**config.mk**
```make
export PLATFORM = sky130hd
export DESIGN_NAME = uart_mode1_ctrl_flat
export DESIGN_NICKNAME = d
export VERILOG_FILES = /design/src/rtl/uart_mode1_ctrl_pkg.sv /design/src/rtl/uart_mode1_ctrl_if.sv /design/src/rtl/uart_mode1_ctrl_baud_gen.sv /design/src/rtl/uart_mode1_ctrl.sv /design/src/flat_wrapper.sv
export SDC_FILE = /design/constraint.sdc
export NUM_CORES = 1
export LEC_CHECK = 0
export CORE_UTILIZATION = 49
export CTS_BUF_LIST = sky130_fd_sc_hd__clkbuf_4 sky130_fd_sc_hd__clkbuf_8
export CTS_CLUSTER_SIZE = 8
export DETAILED_ROUTE_END_ITERATION = 10
export GPL_TIMING_DRIVEN = 0
export PLACE_DENSITY = 0.77
export SKIP_CTS_REPAIR_TIMING = 1
export SLEW_MARGIN = 20
export SYNTH_ARGS = -nofsm -noshare
export SYNTH_HDL_FRONTEND = slang
export SYNTH_HIERARCHICAL = 1
export SYNTH_SLANG_ARGS = --single-unit
export TNS_END_PERCENT = 10
```
**constraint.sdc**
```tcl
create_clock -name clk -period 1.9 [get_ports clk]
set_clock_uncertainty 0.2 [all_clocks]
set_input_delay 0.19 -clock clk [delete_from_list [all_inputs] [get_ports clk]]
set_output_delay 0.19 -clock clk [all_outputs]
set_load 0.03 [all_outputs]
```
**src/rtl/uart_mode1_ctrl_pkg.sv**
```systemverilog
// Shared constants for the 8051 serial-port controller: SFR addresses, SCON bit map,
// mode and TX state encodings, baud divisor defaults.
package uart_8051_pkg;

  localparam logic [7:0] SCON_ADDR_DEF = 8'h98;
  localparam logic [7:0] SBUF_ADDR_DEF = 8'h99;

  localparam int DIV_SMOD0_DEF = 32;
  localparam int DIV_SMOD1_DEF = 16;

  localparam int SCON_SM0 = 7;
  localparam int SCON_SM1 = 6;
  localparam int SCON_SM2 = 5;
  localparam int SCON_REN = 4;
  localparam int SCON_TB8 = 3;
  localparam int SCON_RB8 = 2;
  localparam int SCON_TI  = 1;
  localparam int SCON_RI  = 0;

  typedef enum logic [1:0] {
    MODE0 = 2'b00,
    MODE1 = 2'b01,
    MODE2 = 2'b10,
    MODE3 = 2'b11
  } uart_mode_e;

  typedef enum logic [1:0] {
    TX_IDLE = 2'b00,
    TX_LOAD = 2'b01,
    TX_BUSY = 2'b10
  } tx_state_e;

  // Prescaler terminal count; divisors are bounded to 2..32 so the result fits 5 bits.
  function automatic logic [4:0] baud_term(input logic smod, input int div0, input int div1);
    return smod ? 5'(div1 - 1) : 5'(div0 - 1);
  endfunction

endpackage

```
**src/rtl/uart_mode1_ctrl_if.sv**
```systemverilog
// SFR bus between the CPU core (master) and the serial-port controller (slave).
interface uart_mode1_ctrl_if;
  logic [7:0] sfr_addr;
  logic       sfr_wr;
  logic       sfr_rd;
  logic [7:0] sfr_wdata;
  logic [7:0] sfr_rdata;

  modport master (
    output sfr_addr, sfr_wr, sfr_rd, sfr_wdata,
    input  sfr_rdata
  );

  modport slave (
    input  sfr_addr, sfr_wr, sfr_rd, sfr_wdata,
    output sfr_rdata
  );
endinterface

```
**src/rtl/uart_mode1_ctrl_baud_gen.sv**
```systemverilog
// Baud prescaler: divides Timer-1 overflow pulses into a one-clk tick_baud.
// Held at zero while en is low so a mode change restarts a clean count.
module uart_baud_gen
  import uart_8051_pkg::*;
#(
  parameter int DIV_SMOD0 = DIV_SMOD0_DEF,
  parameter int DIV_SMOD1 = DIV_SMOD1_DEF
) (
  input  logic clk,
  input  logic rst_n,
  input  logic en,
  input  logic smod,
  input  logic t1_ovf,
  output logic tick_baud
);

  logic [4:0] cnt;
  logic [4:0] term;

  assign term = baud_term(smod, DIV_SMOD0, DIV_SMOD1);

  // >= rather than == so an smod switch to a shorter divisor cannot run past the end.
  always_ff @(posedge clk or negedge rst_n) begin
    if (!rst_n) begin
      cnt       <= '0;
      tick_baud <= 1'b0;
    end else if (!en) begin
      cnt       <= '0;
      tick_baud <= 1'b0;
    end else begin
      tick_baud <= 1'b0;
      if (t1_ovf) begin
        if (cnt >= term) begin
          cnt       <= '0;
          tick_baud <= 1'b1;
        end else begin
          cnt <= cnt + 5'd1;
        end
      end
    end
  end

endmodule

```
**src/rtl/uart_mode1_ctrl.sv**
```systemverilog
// Mode-1 serial-port controller: SCON/SBUF SFRs, baud tick, RX gating, TX launch, serial irq.
// Optional macro UART_OVR_FLAG_EN adds a sticky receive-overrun output (ovr).
//
// state   | meaning
// TX_IDLE | no transfer; an accepted SBUF write loads tx_data
// TX_LOAD | tx_start pulse to the TX engine
// TX_BUSY | waiting for tx_done, then TI is raised
module uart_mode1_ctrl
  import uart_8051_pkg::*;
#(
  parameter logic [7:0] SCON_ADDR = SCON_ADDR_DEF,
  parameter logic [7:0] SBUF_ADDR = SBUF_ADDR_DEF,
  parameter int         DIV_SMOD0 = DIV_SMOD0_DEF,
  parameter int         DIV_SMOD1 = DIV_SMOD1_DEF
) (
  input  logic             clk,
  input  logic             rst_n,
  uart_mode1_ctrl_if.slave sfr,
  input  logic             smod,
  input  logic             t1_ovf,
  output logic             tick_baud,
  output logic             rx_en,
  input  logic             rx_done,
  input  logic [7:0]       rx_data,
  output logic             tx_start,
  output logic [7:0]       tx_data,
  input  logic             tx_busy,
  input  logic             tx_done,
  output logic             irq
`ifdef UART_OVR_FLAG_EN
  ,
  output logic             ovr
`endif
);

  logic [7:0] scon;
  logic [7:0] scon_d;
  logic [7:0] rx_buf;
  logic       mode1;
  logic       wr_scon;
  logic       wr_sbuf;
  logic       rx_accept;
  logic       ti_set;
  logic       tx_load;

  tx_state_e  state_q;
  tx_state_e  state_d;

  assign mode1     = (uart_mode_e'(scon[SCON_SM0 -: 2]) == MODE1);
  assign rx_en     = mode1 & scon[SCON_REN];
  assign wr_scon   = sfr.sfr_wr && (sfr.sfr_addr == SCON_ADDR);
  assign wr_sbuf   = sfr.sfr_wr && (sfr.sfr_addr == SBUF_ADDR);
  assign rx_accept = rx_done && rx_en && !scon[SCON_RI];

  uart_baud_gen #(
    .DIV_SMOD0 (DIV_SMOD0),
    .DIV_SMOD1 (DIV_SMOD1)
  ) u_baud_gen (
    .clk       (clk),
    .rst_n     (rst_n),
    .en        (mode1),
    .smod      (smod),
    .t1_ovf    (t1_ovf),
    .tick_baud (tick_baud)
  );

  always_comb begin
    state_d  = state_q;
    tx_start = 1'b0;
    tx_load  = 1'b0;
    ti_set   = 1'b0;
    case (state_q)
      TX_IDLE: begin
        if (wr_sbuf && mode1 && !tx_busy) begin
          tx_load = 1'b1;
          state_d = TX_LOAD;
        end
      end
      TX_LOAD: begin
        tx_start = 1'b1;
        state_d  = TX_BUSY;
      end
      TX_BUSY: begin
        // Mode changes do not abort; only the engine's tx_done ends the transfer.
        if (tx_done) begin
          ti_set  = 1'b1;
          state_d = TX_IDLE;
        end
      end
      default: state_d = TX_IDLE;
    endcase
  end

  always_ff @(posedge clk or negedge rst_n) begin
    if (!rst_n) state_q <= TX_IDLE;
    else        state_q <= state_d;
  end

  // Hardware flag sets override a coincident software write of the same bit.
  always_comb begin
    scon_d = scon;
    if (wr_scon) scon_d = sfr.sfr_wdata;
    if (rx_accept) begin
      scon_d[SCON_RI]  = 1'b1;
      scon_d[SCON_RB8] = 1'b1;
    end
    if (ti_set) scon_d[SCON_TI] = 1'b1;
  end

  always_ff @(posedge clk or negedge rst_n) begin
    if (!rst_n) begin
      scon    <= '0;
      rx_buf  <= '0;
      tx_data <= '0;
      irq     <= 1'b0;
    end else begin
      scon <= scon_d;
      irq  <= scon[SCON_RI] | scon[SCON_TI];
      if (rx_accept) rx_buf  <= rx_data;
      if (tx_load)   tx_data <= sfr.sfr_wdata;
    end
  end

  always_ff @(posedge clk or negedge rst_n) begin
    if (!rst_n) begin
      sfr.sfr_rdata <= '0;
    end else if (sfr.sfr_rd) begin
      if (sfr.sfr_addr == SCON_ADDR)      sfr.sfr_rdata <= scon;
      else if (sfr.sfr_addr == SBUF_ADDR) sfr.sfr_rdata <= rx_buf;
      else                                sfr.sfr_rdata <= 8'h00;
    end else begin
      sfr.sfr_rdata <= 8'h00;
    end
  end

`ifdef UART_OVR_FLAG_EN
  logic rx_drop;
  logic rd_sbuf;

  assign rx_drop = rx_done && rx_en && scon[SCON_RI];
  assign rd_sbuf = sfr.sfr_rd && (sfr.sfr_addr == SBUF_ADDR);

  always_ff @(posedge clk or negedge rst_n) begin
    if (!rst_n)       ovr <= 1'b0;
    else if (rx_drop) ovr <= 1'b1;
    else if (rd_sbuf) ovr <= 1'b0;
  end
`endif

endmodule
```
**src/flat_wrapper.sv**
```systemverilog
// flat-port wrapper written by rule: the top's interface ports become plain ports
module uart_mode1_ctrl_flat import uart_8051_pkg::*;
#(
  parameter logic [7:0] SCON_ADDR = SCON_ADDR_DEF,
  parameter logic [7:0] SBUF_ADDR = SBUF_ADDR_DEF,
  parameter int         DIV_SMOD0 = DIV_SMOD0_DEF,
  parameter int         DIV_SMOD1 = DIV_SMOD1_DEF
)
  (clk, rst_n, smod, t1_ovf, tick_baud, rx_en, rx_done, rx_data, tx_start, tx_data, tx_busy, tx_done, irq, sfr_sfr_addr, sfr_sfr_wr, sfr_sfr_rd, sfr_sfr_wdata, sfr_sfr_rdata);
  uart_mode1_ctrl_if sfr_i ();
  input  logic clk;
  input  logic rst_n;
  input  logic smod;
  input  logic t1_ovf;
  output logic tick_baud;
  output logic rx_en;
  input  logic rx_done;
  input  logic [7:0] rx_data;
  output logic tx_start;
  output logic [7:0] tx_data;
  input  logic tx_busy;
  input  logic tx_done;
  output logic irq;
  input wire logic [$bits(sfr_i.sfr_addr)-1:0] sfr_sfr_addr;
  input wire logic [$bits(sfr_i.sfr_wr)-1:0] sfr_sfr_wr;
  input wire logic [$bits(sfr_i.sfr_rd)-1:0] sfr_sfr_rd;
  input wire logic [$bits(sfr_i.sfr_wdata)-1:0] sfr_sfr_wdata;
  output wire logic [$bits(sfr_i.sfr_rdata)-1:0] sfr_sfr_rdata;
  assign sfr_i.sfr_addr = sfr_sfr_addr;
  assign sfr_i.sfr_wr = sfr_sfr_wr;
  assign sfr_i.sfr_rd = sfr_sfr_rd;
  assign sfr_i.sfr_wdata = sfr_sfr_wdata;
  assign sfr_sfr_rdata = sfr_i.sfr_rdata;
  uart_mode1_ctrl #(.SCON_ADDR(SCON_ADDR), .SBUF_ADDR(SBUF_ADDR), .DIV_SMOD0(DIV_SMOD0), .DIV_SMOD1(DIV_SMOD1)) u_core (.clk(clk), .rst_n(rst_n), .sfr(sfr_i), .smod(smod), .t1_ovf(t1_ovf), .tick_baud(tick_baud), .rx_en(rx_en), .rx_done(rx_done), .rx_data(rx_data), .tx_start(tx_start), .tx_data(tx_data), .tx_busy(tx_busy), .tx_done(tx_done), .irq(irq));
endmodule
```
==> results.md <==
Synthesis:
- The per-instance average area after synthesis is 13.5 um^2.
- The proportion of synthesized chip area in sequential cells is 54.1%.
- The count of mapped cells out of synthesis is 141.
- The count of unique library cells instantiated by Yosys is 36.
- The net count after synthesis is roughly 180.
- The number of warning messages in the yosys log is 6.
- The synthesized area is 1900 um^2.
- After synthesis the netlist holds a flip-flop and latch count of 41.

Floorplan:
- Measured along the x axis, the die boundary spans 64.2 um.
- The floorplan has 22 rows.
- In this run the vertical extent of the chip is 64.2 um.
- The die covers 4130 um^2.
- 53 I/O pins were placed.
- The standard cell core area is 3690 um^2.
- The initial utilization of the core area, before any placement, comes to about half.

Drt:
- The top routing layer in use is met4.
- After detailed routing, the average wire length per cell comes to around 15 um.
- The remaining number of nets flagged by the antenna check after routing is 0.
- For this block, the routed nets add up to 3.79 mm of wire.
- The first-pass iteration count of the detailed router is 4.
- In the detailed route, the total length drawn on met3 is 224 um.
- The final routed DRC violation total is 0.
- The number of vias after detailed routing is 1337.
- After detailed routing, the met2 layer carries 1.85 mm of wire.
- The met1 wire length is 1.67 mm.
- In the routed layout, each cell is associated on average with a via count of 5.35.
- The number of DRC markers in iteration 0 is 58.

Layout:
- The final non-filler cell area is approximately 2600 um^2.
- The antenna diode count is 0.
- From synthesis to final layout, the design area changed by 36.6%.
- Of the cells placed in the final design, the portion with a size suffix greater than 1 is 22.3%.
- The filler cells instantiated in the layout total between 200 and 300.
- The final cell count without fillers is 250.
- The multi-input gate area in the final layout is 800 um^2.
- After the last flow step, the layout net total stands at 236.
- Measured on the finished design, the core utilization comes to 70.3%.
- The sequential cells in the finished layout cover a total of roughly 1000 um^2.

Clock network:
- The clock tree root driver cell is sky130_fd_sc_hd__clkbuf_8.
- The clock transition time at the flip-flop clock pins of the worst setup and hold paths is 70 ps.
- TritonCTS built the clock tree.
- The number of clock sinks seen by CTS is 41.
- The maximum buffer depth of the clock tree is 2.
- The H-tree generated during clock tree synthesis spans 2 levels.
- The total clock buffers created by CTS is 5.
- The later pin in the worst-skew pair is clocked with a latency of roughly 290 ps.

Critical path:
- The worst setup path is captured at an output port.
- The number of buffers and inverters on the critical path is 1.
- The delay contributed by the slowest stage of the critical path is between 400 and 500 ps.
- The start-to-end type of the worst setup path is flop to output port.
- In this run the worst path has a maximum fanout of 4.
- Traced cell by cell, the critical path runs through and2b_1, and2_1, dlymetal6s2s_1.
- The largest individual stage delay along the critical path comes from the cell sky130_fd_sc_hd__dfrtp_1.
- On the critical path the largest part of the delay comes from flip-flops.
- The data arrival time of the critical path is between 1000 and 1500 ps.
- Tracing the worst setup path back leads to its startpoint at u_core/scon[7].
- The startpoint of the lowest-slack register-to-register path is u_core/scon[7].
- The sort of element at the start of the critical path is a flop.
- The critical path required time is 1510 ps.

GRT:
- Entering global routing, the biggest net connects 24 pins.
- The number of antenna violations at the first check in global routing was 0.
- For this run, the total global-route usage over all layers was measured as 20.6%.
- The global-route wire length before repair is roughly 6.3 mm.
- The via count of the first global-routing pass came to 1346.
- The total overflow left after global routing is 0.

Worst hold path:
- The type of the tightest min-delay check is primary input to flop.
- The startpoint identified for the worst hold timing path is sfr_sfr_addr[0].

STA:
- At the pin with the least slew margin, the transition time is 452 ps.
- The final setup violation count is 0.
- The minimum clock period is roughly 1800 ps.
- The final-report max-slew violation count is 0.
- The hold violation total from the final report is 0.
- Adding up every negative setup slack in the final design gives 0 ps.
- Setup slack on the critical path of the routed design comes to approximately 120 ps.
- Setup repair after global routing left no endpoint under its margin.
- Based on the critical path, the design can be clocked at up to 562 MHz.
- The worst pin sits at a relative slew slack of 69.9%.
- The post-route clock period utilization is 93.6%.

Pwr:
- The peak supply drop is 0.447 mV.
- The total power divided by cell area is around 620 nW/um^2.
- In this run the static leakage power is ~1.3 nW.

Placement:
- The routability-driven placement congestion ratio is 0.694.
- During placement, the flow inserted port buffers numbering 50.
- The placed cell count is 240.
- The instance area after placement is 2480 um^2.
- The worst setup slack after placement is -59.4 ps.
- The half-perimeter wire length after placement is 2.86 mm.

Status:
- The flow ran to the end, and the final reports show no timing, DRC or antenna violations.

Run:
- The count of maximum capacitance violations is 0.
-- cells by family (layout without fill, tap and decap cells) --
group	count (synthesis)	after routing	synth area share, %
AO/OA/AOI/OAI	11	11	3.63
AND/OR/NAND/NOR	47	47	16.8
flip-flops	41	41	54.1
adder cells (fa/ha/maj)	2	2	1.32
multiplexers	33	33	20.4
buffers and inverters	7	68	3.82
-- placed cells by master, fill, tap and decap left out, types with 2 or more instances in the layout --
cell                              synthesis  final
sky130_fd_sc_hd__a21oi_1                  5      5
sky130_fd_sc_hd__mux2i_1                 12     12
sky130_fd_sc_hd__nor2b_1                  2      2
sky130_fd_sc_hd__and2b_1                  3      3
sky130_fd_sc_hd__nor4bb_1                 2      2
sky130_fd_sc_hd__nand3_1                  4      4
sky130_fd_sc_hd__buf_6                    4      4
sky130_fd_sc_hd__nand2_1                  5      5
sky130_fd_sc_hd__dlymetal6s2s_1           0      2
sky130_fd_sc_hd__and2_1                   2      2
sky130_fd_sc_hd__dlygate4sd3_1            0      2
sky130_fd_sc_hd__dfrtp_1                 41     41
sky130_fd_sc_hd__mux2_4                   8      8
sky130_fd_sc_hd__mux2_2                  13     13
sky130_fd_sc_hd__clkbuf_8                 0      5
sky130_fd_sc_hd__or2_2                    2      2
sky130_fd_sc_hd__clkinv_2                 0      2
sky130_fd_sc_hd__ha_1                     2      2
sky130_fd_sc_hd__inv_1                    2      2
sky130_fd_sc_hd__nor2_1                  12     12
sky130_fd_sc_hd__and4bb_2                 2      2
sky130_fd_sc_hd__nor3b_1                  2      2
sky130_fd_sc_hd__clkdlybuf4s50_1          0     47
-- metal layers --
layer | GRT usage [%] | vias up
met5 | 0 | -
met4 | 8.33 | 0
met3 | 6.07 | 6
met2 | 33.0 | 52
met1 | 25.9 | 651
li1 | - | 628
-- final timing paths --
| path | slack (ps) | cells past startpoint | to |
|---|---|---|---|
| max | 120 | 3 | rx_en |
| min | 50 | 3 | u_core/sfr.sfr_rdata[7] |
| max reg2reg | 160 | 5 | u_core/u_baud_gen/cnt[3] |
| min reg2reg | 310 | 1 | u_core/rx_buf[4] |
| max in group asynchronous | 870 | 3 | u_core/scon[1] |
| min in group asynchronous | 180 | 2 | u_core/sfr.sfr_rdata[3] |
-- worst min-delay path, stage by stage --
cell and delay [ps]:
sky130_fd_sc_hd__buf_6 140, sky130_fd_sc_hd__mux2i_1 80, sky130_fd_sc_hd__nor2_1 80
-- synthesized netlist by cell type, drive strengths merged --
master / instances / share of area, %
dfrtp: 41 / 54
mux2: 21 / 14
mux2i: 12 / 6.3
nor2: 12 / 2.4
nand2: 6 / 1.3
a21oi: 5 / 1.3
buf: 5 / 3.4
nand3: 4 / 1.1
and2b: 3 / 1.2
and2: 2 / 0.66
and3b: 2 / 0.99
and4bb: 2 / 1.3
ha: 2 / 1.3
inv: 2 / 0.40
nand4b: 2 / 1.3
nor2b: 2 / 0.66
nor3b: 2 / 0.79
nor4bb: 2 / 1.1
or2: 2 / 0.66
and4: 1 / 0.59
and4b: 1 / 0.53
nand2b: 1 / 0.33
nand3b: 1 / 0.40
nor4b: 1 / 1.3
o21ai: 1 / 0.26
o21bai: 1 / 0.40
o221ai: 1 / 0.46
o22ai: 1 / 0.33
o31ai: 1 / 0.40
o41ai: 1 / 0.46
or4: 1 / 0.40
-- state kept, by name, indices dropped and copies added (netlist names) --
name and count:
u_core/scon 8, u_core/rx_buf 8, u_core/sfr.sfr_rdata 8, u_core/state_q 2, u_core/tx_data 8, u_core/irq 1
u_core/u_baud_gen/tick_baud 1, u_core/u_baud_gen/cnt 5
-- metrics by stage --
stage,power (mW),hold slack (ps)
after detailed placement,1.08,-40.4
after global routing,1.67,61.3
after CTS,1.62,-359
final,1.60,51.2
after floorplan,0.971,-306
after global placement,1.07,207
-- power breakdown --
group | internal (mW) | switching, mW | leakage, nW | total [mW]
combinational | 0.101 | 0.0645 | 0.642 | 0.165
clock | 0.253 | 0.285 | 0.0439 | 0.538
sequential | 0.888 | 0.0122 | 0.571 | 0.901
-- final cells by class --
type | instances | share of cell area (%)
Buffer | 5 | 2.51
Clock buffer | 5 | 2.65
Clock inverter | 3 | 0.676
Inverter | 2 | 0.290
Multi-Input combinational cell | 93 | 30.8
Sequential cell | 41 | 39.6
Tap cell | 48 | 2.32
Timing Repair Buffer | 53 | 21.1
No activity file was read; power rests on OpenSTA's default activity.
